$ cat config.mk
export PLATFORM = sky130hd
export DESIGN_NAME = rcv_dqfifo_wptr_ctrl
export DESIGN_NICKNAME = d
export VERILOG_FILES = /design/src/rtl/rcv_dqfifo_pkg.sv /design/src/rtl/rcv_dqfifo_sync_vec.sv /design/src/rtl/rcv_dqfifo_wptr_ctrl.sv
export SDC_FILE = /design/constraint.sdc
export NUM_CORES = 1
export LEC_CHECK = 0
export CORE_UTILIZATION = 49
export CTS_CLUSTER_DIAMETER = 80
export DETAILED_ROUTE_END_ITERATION = 7
export PLACE_DENSITY = 0.77
export SLEW_MARGIN = 20
export SYNTH_ARGS = -nofsm -noshare
export SYNTH_HDL_FRONTEND = slang
export SYNTH_SLANG_ARGS = --single-unit
$ cat constraint.sdc
create_clock -name i_clk -period 5.1 [get_ports i_clk]
set_input_delay 0.765 -clock i_clk [delete_from_list [all_inputs] [get_ports i_clk]]
set_output_delay 0.765 -clock i_clk [all_outputs]
set_load 0.05 [all_outputs]
$ cat src/rtl/rcv_dqfifo_pkg.sv
// rtl/rcv_dqfifo_pkg.sv - shared pointer helpers for the receive data-queue FIFO
package rcv_dqfifo_pkg;

    // Widest pointer supported (ADDR_WIDTH up to 12); helpers operate zero-extended.
    localparam int MAX_PW = 13;

    function automatic int ptr_width(input int addr_width);
        return addr_width + 1;
    endfunction

    function automatic logic [MAX_PW-1:0] bin2gray(input logic [MAX_PW-1:0] b);
        return b ^ (b >> 1);
    endfunction

    function automatic logic [MAX_PW-1:0] gray2bin(input logic [MAX_PW-1:0] g);
        logic [MAX_PW-1:0] b;
        b[MAX_PW-1] = g[MAX_PW-1];
        for (int i = MAX_PW - 2; i >= 0; i--) begin
            b[i] = b[i+1] ^ g[i];
        end
        return b;
    endfunction

endpackage

$ cat src/rtl/rcv_dqfifo_sync_vec.sv
// rtl/rcv_dqfifo_sync_vec.sv - multi-flop CDC synchronizer for a Gray-coded vector
module rcv_dqfifo_sync_vec #(
    parameter int WIDTH  = 9,
    parameter int STAGES = 2
) (
    input  logic             i_clk,
    input  logic             i_rst_n,
    input  logic [WIDTH-1:0] i_d,
    output logic [WIDTH-1:0] o_q
);

    // CDC synchronizer chain: i_d is asynchronous and feeds the first flop directly.
    logic [STAGES-1:0][WIDTH-1:0] r_cdc_sync;

    always_ff @(posedge i_clk or negedge i_rst_n) begin
        if (!i_rst_n) begin
            r_cdc_sync <= '0;
        end else begin
            r_cdc_sync <= {r_cdc_sync[STAGES-2:0], i_d};
        end
    end

    assign o_q = r_cdc_sync[STAGES-1];

endmodule

$ cat src/rtl/rcv_dqfifo_wptr_ctrl.sv
// rtl/rcv_dqfifo_wptr_ctrl.sv - write-side pointer, full/level and overflow control
module rcv_dqfifo_wptr_ctrl
    import rcv_dqfifo_pkg::*;
#(
    parameter int  ADDR_WIDTH   = 8,
    parameter int  SYNC_STAGES  = 2,
    parameter int  AFULL_THRESH = (1 << ADDR_WIDTH) - 4,
    localparam int PW           = ptr_width(ADDR_WIDTH)
) (
    input  logic                  i_clk,
    input  logic                  i_rst_n,
    input  logic                  i_en,
    input  logic [PW-1:0]         i_rd_gptr,
    input  logic                  i_ovf_clr,
    output logic [ADDR_WIDTH-1:0] o_count,
    output logic [PW-1:0]         o_gcount,
    output logic [PW-1:0]         o_next_gcount,
    output logic                  o_wr_ack,
    output logic                  o_full,
    output logic                  o_almost_full,
    output logic [PW-1:0]         o_level,
    output logic                  o_overflow
);

    logic [PW-1:0] r_bin;
    logic [PW-1:0] r_gcount;
    logic [PW-1:0] r_level;
    logic          r_full;
    logic          r_afull;
    logic          r_overflow;

    logic [PW-1:0] w_rd_gsync;
    logic [PW-1:0] w_rd_bsync;
    logic [PW-1:0] w_next_bin;
    logic [PW-1:0] w_next_gray;
    logic [PW-1:0] w_next_level;
    logic          w_wr_ack;
    logic          w_full;
    logic          w_afull;

    rcv_dqfifo_sync_vec #(
        .WIDTH  (PW),
        .STAGES (SYNC_STAGES)
    ) u_rd_gptr_sync (
        .i_clk   (i_clk),
        .i_rst_n (i_rst_n),
        .i_d     (i_rd_gptr),
        .o_q     (w_rd_gsync)
    );

    assign w_wr_ack     = i_en & ~r_full;
    assign w_next_bin   = r_bin + PW'(w_wr_ack);
    assign w_next_gray  = PW'(bin2gray(MAX_PW'(w_next_bin)));
    assign w_rd_bsync   = PW'(gray2bin(MAX_PW'(w_rd_gsync)));
    assign w_next_level = w_next_bin - w_rd_bsync;
    assign w_afull      = (w_next_level >= PW'(AFULL_THRESH));

    // Full when the write pointer is exactly one lap ahead: top two Gray bits inverted.
    assign w_full = (w_next_gray == {~w_rd_gsync[PW-1:PW-2], w_rd_gsync[PW-3:0]});

    always_ff @(posedge i_clk or negedge i_rst_n) begin
        if (!i_rst_n) begin
            r_bin      <= '0;
            r_gcount   <= '0;
            r_level    <= '0;
            r_full     <= 1'b0;
            r_afull    <= 1'b0;
            r_overflow <= 1'b0;
        end else begin
            r_bin      <= w_next_bin;
            r_gcount   <= w_next_gray;
            r_level    <= w_next_level;
            r_full     <= w_full;
            r_afull    <= w_afull;
            r_overflow <= (i_en & r_full) | (r_overflow & ~i_ovf_clr);
        end
    end

    assign o_count       = r_bin[ADDR_WIDTH-1:0];
    assign o_gcount      = r_gcount;
    assign o_next_gcount = w_next_gray;
    assign o_wr_ack      = w_wr_ack;
    assign o_full        = r_full;
    assign o_almost_full = r_afull;
    assign o_level       = r_level;
    assign o_overflow    = r_overflow;

endmodule
==> metrics.md <==
| Metric | Value |
|---|---|
| Post-Syn Nets | `189` |
| Fin. max-slew vios | `0` |
| Yosys cell types | `33` |
| Post-CTS Hold Fix Bufs | `0` |
| TritonCTS clock tree | `built` |
| CP max stage delay | `0.83 ns` |
| Global-route wire length before repair | `6530 µm` |
| Synth area leader | `dfrtp_1` |
| Crit end category | `primary output` |
| Largest cells by area after synthesis | `dfrtp_1 (56%), xnor2_1 (7.5%), ha_1 (6.0%)` |
| Fin crit share | `86.7%` |
| Hold_ws | `0.350 ns` |
| DR WL met3 | `179 µm` |
| Uppermost routed layer | `met4` |
| Worst slew pin tran | `0.572 ns` |
| Proportion of layout cells with a drive suffix above 1 | `7.21%` |
| CP Max Fanout | `6` |
| Core Box Area | `0.00406 mm²` |
| Clock Sinks | `47` |
| CTS root buf | `clkbuf_8` |
| Worst-path clk slew | `0.08 ns` |
| Tmin final | `4.42 ns` |
| # setup viols final | `0` |
| CTS buffer count | `5` |
| Unrepaired setup endpoints after global routing | `false` |
| Vias | `1385` |
| Max Fclk | `0.226 GHz` |
| Clk_lat worst skew | `0.30 ns` |
| DR WL met2 | `2000 µm` |
| Initial Util | `51.7%` |
| Antenna violations before repair | `0` |
| I/O pins | `52` |
| Post-synthesis sequential area ratio | `56.0%` |
| IO Port Bufs | `51` |
| Slowest-stage cell, CP | `clkdlybuf4s50_1` |
| Area of the die | `0.00455 mm²` |
| Worst Hold Class | `reg -> reg` |
| Die Wd | `67.5 µm` |
| Iteration-0 DRC Markers | `63` |
| Post-DR wirelength/cell | `14.5 µm` |
| Area delta synth->final | `31.9%` |
| Post-Route Setup TNS | `0 ns` |
| Crit Path Class | `in -> out` |
| Synth top area share | `56.0%` |
| Status | `finished clean` |
| Rows | `23` |
| Post-route ant nets | `0` |
| CP Cell Sequence | `clkdlybuf4s50_1 > nor2b_1 > ha_1 > ha_1 > nand2_1 > nor3_1 > xnor2_1 > xor2_1 > clkdlybuf4s50_1` |
| Worst path arrival time | `3.66 ns` |
| CP bufs+invs | `2` |
| Post-CTS setup repair buffer count | `0` |
| Post_cts resized | `0` |
| Ys Warns | `0` |
| # DRC | `0` |
| Delay-heaviest family, CP | `buffers and inverters` |
| # fillers | `280` |
| Synth Cell Area | `0.00210 mm²` |
| Remaining Overflow, GRT | `0` |
| Vias in the first global route | `1420` |
| Maxcap violations | `0` |
| Worst Path Required | `4.34 ns` |
| H-tree depth | `2` |
| Met1 WL | `1690 µm` |
| GRT Total Usage | `20.3%` |
| Startpoint Class | `primary input` |
| Util after Layout | `68.2%` |
| Hold Violations, Final | `0` |
| DRT Pass-1 Iters | `4` |
| Slew Limit Headroom | `61.6%` |
| Largest net degree at the start of global routing | `48` |
| Routability cong. | `0.737` |
| Post-DP HPWL | `2980 µm` |
| Syn_area_per_cell | `12.7 µm²` |
| Vias per cell | `5.09` |
| CTS max path bufs | `2` |
| Cells after Synth | `165` |
| Nets@finish | `245` |
| Die height | `67.5 µm` |
| FF+latch count, synth | `47` |
| Routed WL | `3950 µm` |
| Ant diodes | `0` |
| Skew final | `0.00404 ns` |
[per-stage QoR]
step           instance area (µm²)  worst slack (ns)  instances
6_report                      2770             0.679        272
5_1_grt                       2770             0.455        272
4_1_cts                       2770             0.645        272
3_5_place_dp                  2650             0.662        264
3_3_place_gp                  2650             0.776        264
2_1_floorplan                 2100             0.829        165
[cell families after synthesis]
logic type	synth area share, %
muxes	1.01
DFF	56.0
and+or+nand+nor	7.27
AOI/OAI and AO/OA	7.69
adders and majority gates	6.91
buffers and inverters	2.50
xor gates and xnor gates	18.6
[layout by cell type, fill, tap and decap left out, types with 2 or more instances in the layout]
cell type / Yosys / layout
clkdlybuf4s50_1: 0 / 50
dfrtp_1: 47 / 47
xnor2_1: 18 / 18
xor2_1: 13 / 13
nor2_1: 11 / 11
ha_1: 10 / 10
inv_1: 9 / 9
nand2_1: 7 / 7
o21ai_0: 6 / 6
clkbuf_8: 0 / 6
nand3_1: 5 / 5
a21oi_1: 5 / 5
xor2_2: 3 / 3
a21o_1: 3 / 3
xnor3_2: 2 / 2
nor3_1: 2 / 2
a211oi_1: 2 / 2
o21a_1: 2 / 2
nand2b_1: 2 / 2
nor2b_1: 2 / 2
or3_1: 2 / 2
[state kept, by name (all words and copies together) (netlist names)]
name and cells:
o_almost_full 1, o_overflow 1, r_bin 9, u_rd_gptr_sync.r_cdc_sync 9, o_gcount 8, u_rd_gptr_sync.o_q 9, o_full 1, o_level 9
[cell type report]
cell class | count | area (µm²) | share of cell area, %
tap | 50 | 62.6 | 2.26
inverter | 9 | 33.8 | 1.22
clock buffer | 6 | 82.6 | 2.98
multi-input combinational | 107 | 871 | 31.5
sequential | 47 | 1180 | 42.5
timing repair buffer | 51 | 508 | 18.3
clock inverter | 2 | 35.0 | 1.27
[synthesized netlist by cell type]
master / number
and2_1: 1
a21o_1: 3
inv_1: 9
xnor3_2: 2
or3_1: 2
a41o_1: 1
a31oi_1: 1
o21a_1: 2
nor2_1: 11
mux2i_1: 1
buf_4: 1
xnor3_1: 1
a21boi_0: 1
o31ai_1: 1
o21ai_0: 6
a211oi_1: 2
mux2_2: 1
ha_1: 10
a2111oi_2: 1
a21oi_1: 5
buf_6: 1
dfrtp_1: 47
and3_1: 1
nand2_1: 7
xor2_1: 13
fa_1: 1
a22oi_1: 1
xor2_2: 3
nand2b_1: 2
nand3_1: 5
nor3_1: 2
xnor2_1: 18
nor2b_1: 2
[routing by layer]
metal	up-vias	track usage, %
li1	651	-
met5	-	0
met3	8	5.41
met4	0	9.04
met1	679	25.1
met2	47	33.1
[worst paths after layout]
kind | start | to | slack (ns) | depth (start not counted)
worst max-delay path | i_en | o_next_gcount[7] | 0.68 | 9
worst min-delay path | u_rd_gptr_sync.r_cdc_sync[1]$_DFF_PN0_ | u_rd_gptr_sync.o_q[1]$_DFF_PN0_ | 0.35 | 0
worst max register to register | u_rd_gptr_sync.o_q[8]$_DFF_PN0_ | o_almost_full$_DFF_PN0_ | 1.01 | 15
worst min register to register | u_rd_gptr_sync.r_cdc_sync[1]$_DFF_PN0_ | u_rd_gptr_sync.o_q[1]$_DFF_PN0_ | 0.35 | 0
max in group asynchronous | i_rst_n | o_level[3]$_DFF_PN0_ | 4.25 | 1
min in group asynchronous | i_rst_n | u_rd_gptr_sync.r_cdc_sync[2]$_DFF_PN0_ | 0.47 | 1
Power is left out: the tool's default activity adds up to more than one toggle a clock period on the data nets, which glitch-free logic cannot reach.
